`src/rtl/seg_scan_if.sv`:
```
// seg_scan_if: load handshake and display-drive signals of the seven-segment scan controller.
interface seg_scan_if #(parameter int NUM_DIGITS = 4);
  logic                    load_valid;
  logic                    load_ready;
  logic [4*NUM_DIGITS-1:0] load_data;
  logic [NUM_DIGITS-1:0]   load_dp;
  logic [3:0]              bcd_out;
  logic [NUM_DIGITS-1:0]   an;
  logic                    dp_out;
  logic                    frame_tick;
  modport master (output load_valid, load_data, load_dp,
                  input  load_ready, bcd_out, an, dp_out, frame_tick);
  modport slave  (input  load_valid, load_data, load_dp,
                  output load_ready, bcd_out, an, dp_out, frame_tick);
endinterface

```
`src/rtl/seg_scan_ctrl.sv`:
```
// seg_scan_ctrl: time-multiplexed common-anode 7-seg scanner with frame-aligned word loading.
// Optional LEADING_ZERO_BLANK_EN blanks leading zero digits (digit 0 always shown).
module seg_scan_ctrl #(
  parameter int NUM_DIGITS = 4,
  parameter int CLK_DIV    = 50000,
  parameter int BLANK_CYC  = 16
) (
  input  logic        clk,
  input  logic        rst_n,
  seg_scan_if.slave   bus
);
  localparam int CW = $clog2(CLK_DIV);
  localparam int IW = $clog2(NUM_DIGITS);
  localparam logic [CW-1:0] LAST_C = CW'(CLK_DIV - 1);
  localparam logic [CW-1:0] BLK_C  = CW'(BLANK_CYC);
  localparam logic [IW-1:0] LAST_I = IW'(NUM_DIGITS - 1);
  typedef enum logic {BLANK, ON} phase_e;
  phase_e                           phase_q, phase_d;
  logic [CW-1:0]                    cnt_q, cnt_d;
  logic [IW-1:0]                    idx_q, idx_d;
  logic [NUM_DIGITS-1:0][3:0]       disp_q, disp_d, buf_q, buf_d;
  logic [NUM_DIGITS-1:0]            dpm_q, dpm_d, bufdp_q, bufdp_d;
  logic                             pend_q, pend_d;
  logic [NUM_DIGITS-1:0]            an_q, an_d;
  logic [3:0]                       bcd_q, bcd_d;
  logic                             dpo_q, dpo_d, tick_q, tick_d;
  logic                             slot_end, frame_end, xfer, lzb;
`ifdef LEADING_ZERO_BLANK_EN
  logic                             zero;
  // zero accumulates "all nibbles from i upward are 0" while walking down from the top digit
  always_comb begin
    lzb  = 1'b0;
    zero = 1'b1;
    for (int i = NUM_DIGITS - 1; i > 0; i--) begin
      zero = zero && (disp_d[i] == 4'h0);
      if (IW'(i) == idx_d) lzb = zero;
    end
  end
`else
  assign lzb = 1'b0;
`endif
  always_comb begin
    slot_end  = cnt_q == LAST_C;
    frame_end = slot_end && (idx_q == LAST_I);
    cnt_d     = slot_end ? '0 : cnt_q + CW'(1);
    idx_d     = slot_end ? ((idx_q == LAST_I) ? '0 : idx_q + IW'(1)) : idx_q;
    phase_d   = (phase_q == BLANK) ? ((cnt_d == BLK_C) ? ON : BLANK) : (slot_end ? BLANK : ON);
    xfer      = bus.load_valid && !pend_q;
    buf_d     = xfer ? bus.load_data : buf_q;
    bufdp_d   = xfer ? bus.load_dp : bufdp_q;
    pend_d    = xfer ? 1'b1 : (frame_end ? 1'b0 : pend_q);
    disp_d    = (frame_end && pend_q) ? buf_q : disp_q;
    dpm_d     = (frame_end && pend_q) ? bufdp_q : dpm_q;
    an_d      = (phase_d == ON) ? ~(NUM_DIGITS'(1) << idx_d) : '1;
    bcd_d     = (phase_d == ON && !lzb) ? disp_d[idx_d] : 4'hF;
    dpo_d     = (phase_d == ON && !lzb) ? ~dpm_d[idx_d] : 1'b1;
    tick_d    = frame_end;
  end
  always_ff @(posedge clk or negedge rst_n) begin
    if (!rst_n) begin
      phase_q <= BLANK;
      cnt_q   <= '0;
      idx_q   <= '0;
      disp_q  <= '1;
      dpm_q   <= '0;
      buf_q   <= '0;
      bufdp_q <= '0;
      pend_q  <= 1'b0;
      an_q    <= '1;
      bcd_q   <= 4'hF;
      dpo_q   <= 1'b1;
      tick_q  <= 1'b0;
    end else begin
      phase_q <= phase_d;
      cnt_q   <= cnt_d;
      idx_q   <= idx_d;
      disp_q  <= disp_d;
      dpm_q   <= dpm_d;
      buf_q   <= buf_d;
      bufdp_q <= bufdp_d;
      pend_q  <= pend_d;
      an_q    <= an_d;
      bcd_q   <= bcd_d;
      dpo_q   <= dpo_d;
      tick_q  <= tick_d;
    end
  end
  assign bus.load_ready = ~pend_q;
  assign bus.an         = an_q;
  assign bus.bcd_out    = bcd_q;
  assign bus.dp_out     = dpo_q;
  assign bus.frame_tick = tick_q;
endmodule

```
`src/flat_wrapper.sv`:
```
// flat-port wrapper written by rule: the top's interface ports become plain ports
module seg_scan_ctrl_flat 
#(
  parameter int NUM_DIGITS = 4,
  parameter int CLK_DIV    = 50000,
  parameter int BLANK_CYC  = 16
)
  (clk, rst_n, bus_load_valid, bus_load_data, bus_load_dp, bus_load_ready, bus_bcd_out, bus_an, bus_dp_out, bus_frame_tick);
  seg_scan_if #(.NUM_DIGITS(NUM_DIGITS)) bus_i ();
  input  logic clk;
  input  logic rst_n;
  input wire logic [$bits(bus_i.load_valid)-1:0] bus_load_valid;
  input wire logic [$bits(bus_i.load_data)-1:0] bus_load_data;
  input wire logic [$bits(bus_i.load_dp)-1:0] bus_load_dp;
  output wire logic [$bits(bus_i.load_ready)-1:0] bus_load_ready;
  output wire logic [$bits(bus_i.bcd_out)-1:0] bus_bcd_out;
  output wire logic [$bits(bus_i.an)-1:0] bus_an;
  output wire logic [$bits(bus_i.dp_out)-1:0] bus_dp_out;
  output wire logic [$bits(bus_i.frame_tick)-1:0] bus_frame_tick;
  assign bus_i.load_valid = bus_load_valid;
  assign bus_i.load_data = bus_load_data;
  assign bus_i.load_dp = bus_load_dp;
  assign bus_load_ready = bus_i.load_ready;
  assign bus_bcd_out = bus_i.bcd_out;
  assign bus_an = bus_i.an;
  assign bus_dp_out = bus_i.dp_out;
  assign bus_frame_tick = bus_i.frame_tick;
  seg_scan_ctrl #(.NUM_DIGITS(NUM_DIGITS), .CLK_DIV(CLK_DIV), .BLANK_CYC(BLANK_CYC)) u_core (.clk(clk), .rst_n(rst_n), .bus(bus_i));
endmodule
```
`config.mk`:
```
export PLATFORM = sky130hd
export DESIGN_NAME = seg_scan_ctrl_flat
export DESIGN_NICKNAME = d
export VERILOG_FILES = /design/src/rtl/seg_scan_if.sv /design/src/rtl/seg_scan_ctrl.sv /design/src/flat_wrapper.sv
export SDC_FILE = /design/constraint.sdc
export NUM_CORES = 1
export LEC_CHECK = 0
export BUFFER_PORTS_ARGS = -buffer_cell sky130_fd_sc_hd__buf_2
export CORE_ASPECT_RATIO = 0.8
export CORE_MARGIN = 10
export CORE_UTILIZATION = 55
export DETAILED_ROUTE_END_ITERATION = 10
export PLACE_DENSITY = 0.77
export SYNTH_ARGS = -nofsm -noshare
export SYNTH_HDL_FRONTEND = slang
export SYNTH_SLANG_ARGS = --single-unit
```
`constraint.sdc`:
```
create_clock -name clk -period 7.09 [get_ports clk]
set_clock_uncertainty 0.1 [all_clocks]
set_input_delay 1.0635 -clock clk [delete_from_list [all_inputs] [get_ports clk]]
set_output_delay 1.0635 -clock clk [all_outputs]
set_load 0.1 [all_outputs]
```
After elaboration in Yosys (flattened, before gate mapping) --
Index checks and enable logic that the tools add are counted.
Word-level totals: register bits 70, word-level logic and storage cells 50, output and inout bits 11, input port bits 23
Operators by class: add/subtract/negate cells 2, eq/ne operators 3, reduce and logical (&&, ||, !) cells 5, mux-type cells 17, shifts and indexed selects 1, $lt $le $gt $ge 1, bitwise operators 3
Operator list (count):
- $mux 16 | 2
- $add 16x1->16 const B | 1
- $eq 16x16->1 const B | 1
- $eq 16x5->1 const B | 1
- $mux 4 | 4
- $bmux 4 s2 | 1
- $mux 1 | 7
- $mux 2 | 2
- $not 4->4 | 1
- $shl 1x2->4 const A | 1
- $logic_and 1x1->1 | 3
- $lt 2x3->1 const B | 1
- $add 2x1->2 const B | 1
- $bmux 1 s2 | 1
- $eq 2x2->1 const B | 1
- $not 1->1 | 2
- $reduce_bool 2->1 | 1
- $logic_not 1->1 | 1

Depth between registers and ports, before layout --
word-level depth 8, mapped depth 9, gate-level depth less buffers 7

Least setup slack after synthesis --
OpenSTA, ideal clock, no wires.
kind reg2reg, start reg u_core.cnt_q[10], end reg u_core.dpo_q, in the netlist u_core.bus.dp_out, required time 6911 ps, library setup time 79 ps, arrival 2060 ps, buffers on the path 1, path slack 4851 ps, stages on the path, launching flop included 8, period minus slack after synthesis 2239 ps, cells stage by stage dfrtp_1 or4b_4 nor4_4 buf_6 mux2i_2 o22ai_1 o22ai_1 nand2_1
On the way: word-level cells in the longest chain between the ends 8, elaborated cells on any way between the ends 15, classes of those cells add/sub: 1; eq/ne: 2; mux: 9; bitwise: 1; reduce/logical: 2
RTL lines:
- start, declared | line seg_scan_ctrl.sv:19 | logic [CW-1:0] cnt_q, cnt_d;
- start signal, assigned | line seg_scan_ctrl.sv:75 | cnt_q <= cnt_d;
- branches (longest 7 deep; another with $add 16x1->16)
- $mux 1 * | line seg_scan_ctrl.sv:56 | dpo_d = (phase_d == ON && !lzb) ? ~dpm_d[idx_d] : 1'b1;
- net u_core.dpo_d | line seg_scan_ctrl.sv:26 | logic dpo_q, dpo_d, tick_q, tick_d;
- end signal, assigned | line seg_scan_ctrl.sv:84 | dpo_q <= dpo_d;
- end, declared | line seg_scan_ctrl.sv:26
Mark *: on every way through the listed nets, which the timed path passes. The select of a mux whose other input is x is not followed. A chain may end at the register's enable or synchronous reset.

Worst setup path in the final report --
start reg u_core.cnt_q[0], end reg u_core.bcd_q[2], in the netlist u_core.bus.bcd_out[2]
On the way: word-level cells in the longest chain between the ends 7, elaborated cells on any way between the ends 14, classes of those cells add/sub: 1; eq/ne: 2; mux: 9; reduce/logical: 2
RTL lines:
- branches (longest 6 deep; another with $add 16x1->16)
- $mux 4 * | line seg_scan_ctrl.sv:55 | bcd_d = (phase_d == ON && !lzb) ? disp_d[idx_d] : 4'hF;
- net u_core.bcd_d[2] | line seg_scan_ctrl.sv:25 | logic [3:0] bcd_q, bcd_d;
- end signal, assigned | line seg_scan_ctrl.sv:70 | bcd_q <= 4'hF;
- end signal, assigned | line seg_scan_ctrl.sv:83 | bcd_q <= bcd_d;
- end, declared | line seg_scan_ctrl.sv:25
Marks and branches as above.

==> qor.yml <==
timing:
  tns_ps: 0
  maxSlewHeadroom_pct: 33.6
  hold_viol: 0
  rsz0062_at_grt: "false"
  worst_hold_slack_ps: 365
  drv_slew: 0
  fmax_mhz: 320
  period_minus_slack_ps: 3130
  worst_slack_ps: 3960
  period_share_pct: 44.1
  tightest_slew_ps: 991
  setup_viol: 0
yosys:
  postSynthCellCount: 306
  synth.area.top_cells: "dfrtp_1, dfstp_2, mux2_2"
  synth.top_cell.area_share_pct: 34.0
  yosys.area.top_type: "dfrtp_1"
  synthFlopType: "dfrtp_1"
  synth_seq_cells: 70
  yosys_warnings: 0
  mappedNetlistArea_um2: 3310
  ys_seq_area_share_pct: 53.9
  synthArstFlopShare_pct: 100
  avgSynthCellArea_um2: 10.8
  syn_nets: 332
  synth_edf_count: 0
  synth_cell_types: 45
critical_path:
  cp-endpoint: "u_core.bus.bcd_out[2]"
  r2r-start: "u_core.cnt_q[0]"
  critPathRequiredTime_ps: 7280
  startpoint: "u_core.cnt_q[0]"
  worstSetupPathType: "reg -> reg"
  worstPathArrival_ps: 3320
  r2r_end: "u_core.bus.bcd_out[2]"
  reg2reg_depth: 8
  rrSetupSlack_ps: 3960
  start_kind: "flip-flop"
  end_kind: "flip-flop"
  critPathMaxFanout: 21
routing:
  first_pass_iters: 4
  first_iter_violations: 98
  ant_nets: 0
  wirelength_um: 7060
  viasPerCell: 5.60
  drt-wirelength-per-cell_um: 16.7
  drc: 0
  vias: 2369
pwr:
  p_switching_uw: 171
  ir_drop_v: 0.000145
  power.leakage_uw: 0.00170
  p_int_uw: 627
  powerDensity_nw_per_um2: 215
  netSwitchingFraction_pct: 21.5
  pwr-share-clk_pct: 43.5
  seq_power_share_pct: 52.8
  p_comb_share_pct: 3.7
final_layout:
  syn2layout_area_growth_pct: 12.5
  final_common_cell: "nand2_1"
  num-fill-cells: 509
  final_cell_mix: "nand2_1, dfrtp_1, mux2_2"
  finalNonFillerCells: 423
  layout-drive-gt1-share_pct: 34.8
  nets: 363
  num_antenna_cells: 0
cts:
  htreeDepth: 3
  clockRootBuffer: "clkbuf_8"
  clk_latency_ps: 350
  cts_tree: "built"
  cts_hold_buf: 0
  ctsResizeCount: 0
  path_clk_slew_ps: 70
  cts_buffers: 9
  clock_path_buffers: 2
  post_cts_buffers: 0
  clkSinkCount: 70
min_path:
  hp-class: "reg -> reg"
floorplan:
  fp.dieH_um: 89.4
  core_area_um2: 5880
  ios: 34
  core.rowCount: 25
  die_w_um: 107
  initial_core_util_pct: 56.3
  dieArea_um2: 9540
global_routing:
  grt_max_degree: 71
  grt_pass1_wl_um: 11900
  antenna_found_initial: 0
  grt_pass1_vias: 2476
  grt_overflow_total: 0
  grt_use_total_pct: 15.8
placement:
  gp_congestion: 0.928
  dp_hpwl_um: 4830
  io_buffers: 33
  pre_cts_ws_ps: 4010
  dp_cells: 407
job:
  maxCapViolCount: 0
run_status:
  status: "finished clean"
worst min path at each step:
stage,from,endpoint,slack [ps],cells past startpoint
2_1_floorplan,u_core.bufdp_q[1],u_core.dpm_q[1],330,2
3_3_place_gp,u_core.disp_q[8],u_core.disp_q[8],350,2
3_5_place_dp,u_core.disp_q[9],u_core.disp_q[9],350,2
4_1_cts,u_core.disp_q[8],u_core.disp_q[8],360,2
5_1_grt,u_core.disp_q[14],u_core.disp_q[14],390,2
6_report,u_core.disp_q[8],u_core.disp_q[8],370,2
routing by layer:
layer	GRT usage, %	part of all wire, %
met1	19.1	45
met2	25.2	47
met3	6.56	7.0
met4	4.79	0.86
met5	0	0
synth_stat cells, drive strengths merged (3+ instances only):
cell type and number:
and2 3, buf 12, clkbuf 3, dfrtp 45, dfstp 25, ha 3, inv 7, mux2 37
mux2i 3, nand2 73, nand3 8, nand4 3, nor2 18, nor3 4, nor4 5, o21ai 6
o22a 4, o22ai 12, xnor2 9, xor2 5
power by group through the flow:
stage	combinational, uW	clock, uW	sequential [uW]
after floorplan	15.0	0	426
after global placement	28.8	0	428
after detailed placement	30.1	0	429
after CTS	30.3	353	422
after global routing	33.7	372	423
final	29.4	348	422
kinds of logic (layout without fill, tap and decap cells):
| family | after synthesis | in the layout | share of synthesized area, % |
|---|---|---|---|
| buffers and inverters | 22 | 58 | 3.37 |
| adder cells (fa/ha/maj) | 3 | 3 | 1.13 |
| multiplexers | 40 | 40 | 13.6 |
| AO/OA/AOI/OAI | 29 | 29 | 6.09 |
| AND/OR/NAND/NOR | 128 | 128 | 18.2 |
| XOR/XNOR | 14 | 14 | 3.71 |
| flip-flops | 70 | 70 | 53.9 |
cell type report:
cell class / count / area, um2 / share of cell area [%]
clock buffer: 10 / 128 / 3.43
sequential: 70 / 1780 / 47.9
tap: 81 / 101 / 2.72
multi-input combinational: 214 / 1420 / 38.1
inverter: 7 / 26.3 / 0.706
clock inverter: 6 / 86.3 / 2.32
timing repair buffer: 35 / 180 / 4.84
stage by stage:
step	utilization (%)	area, um2	total power [uW]
4_1_cts	63.3	3720	805
2_1_floorplan	-	3310	441
5_1_grt	63.3	3720	828
3_3_place_gp	59.6	3510	457
3_5_place_dp	59.6	3510	459
6_report	63.3	3720	799
registers in the layout, summed over array words and instances, names as in the netlist:
register / flops
u_core.pend_q: 1
u_core.bus.bcd_out: 4
u_core.bus.dp_out: 1
u_core.buf_q: 16
u_core.bus.an: 4
u_core.phase_q: 1
u_core.bufdp_q: 4
u_core.idx_q: 2
u_core.cnt_q: 16
u_core.dpm_q: 4
u_core.disp_q: 16
u_core.bus.frame_tick: 1
worst max-delay path: stages, from the launching register on:
cell and delay (ps):
dfrtp_1 480, ha_1 300, nand3_1 260, nor4_4 270, buf_4 300, mux2i_1 810
o21ai_0 240, o22a_1 240, nand2_1 70
Note: power is estimated with default switching activity, not from simulation.
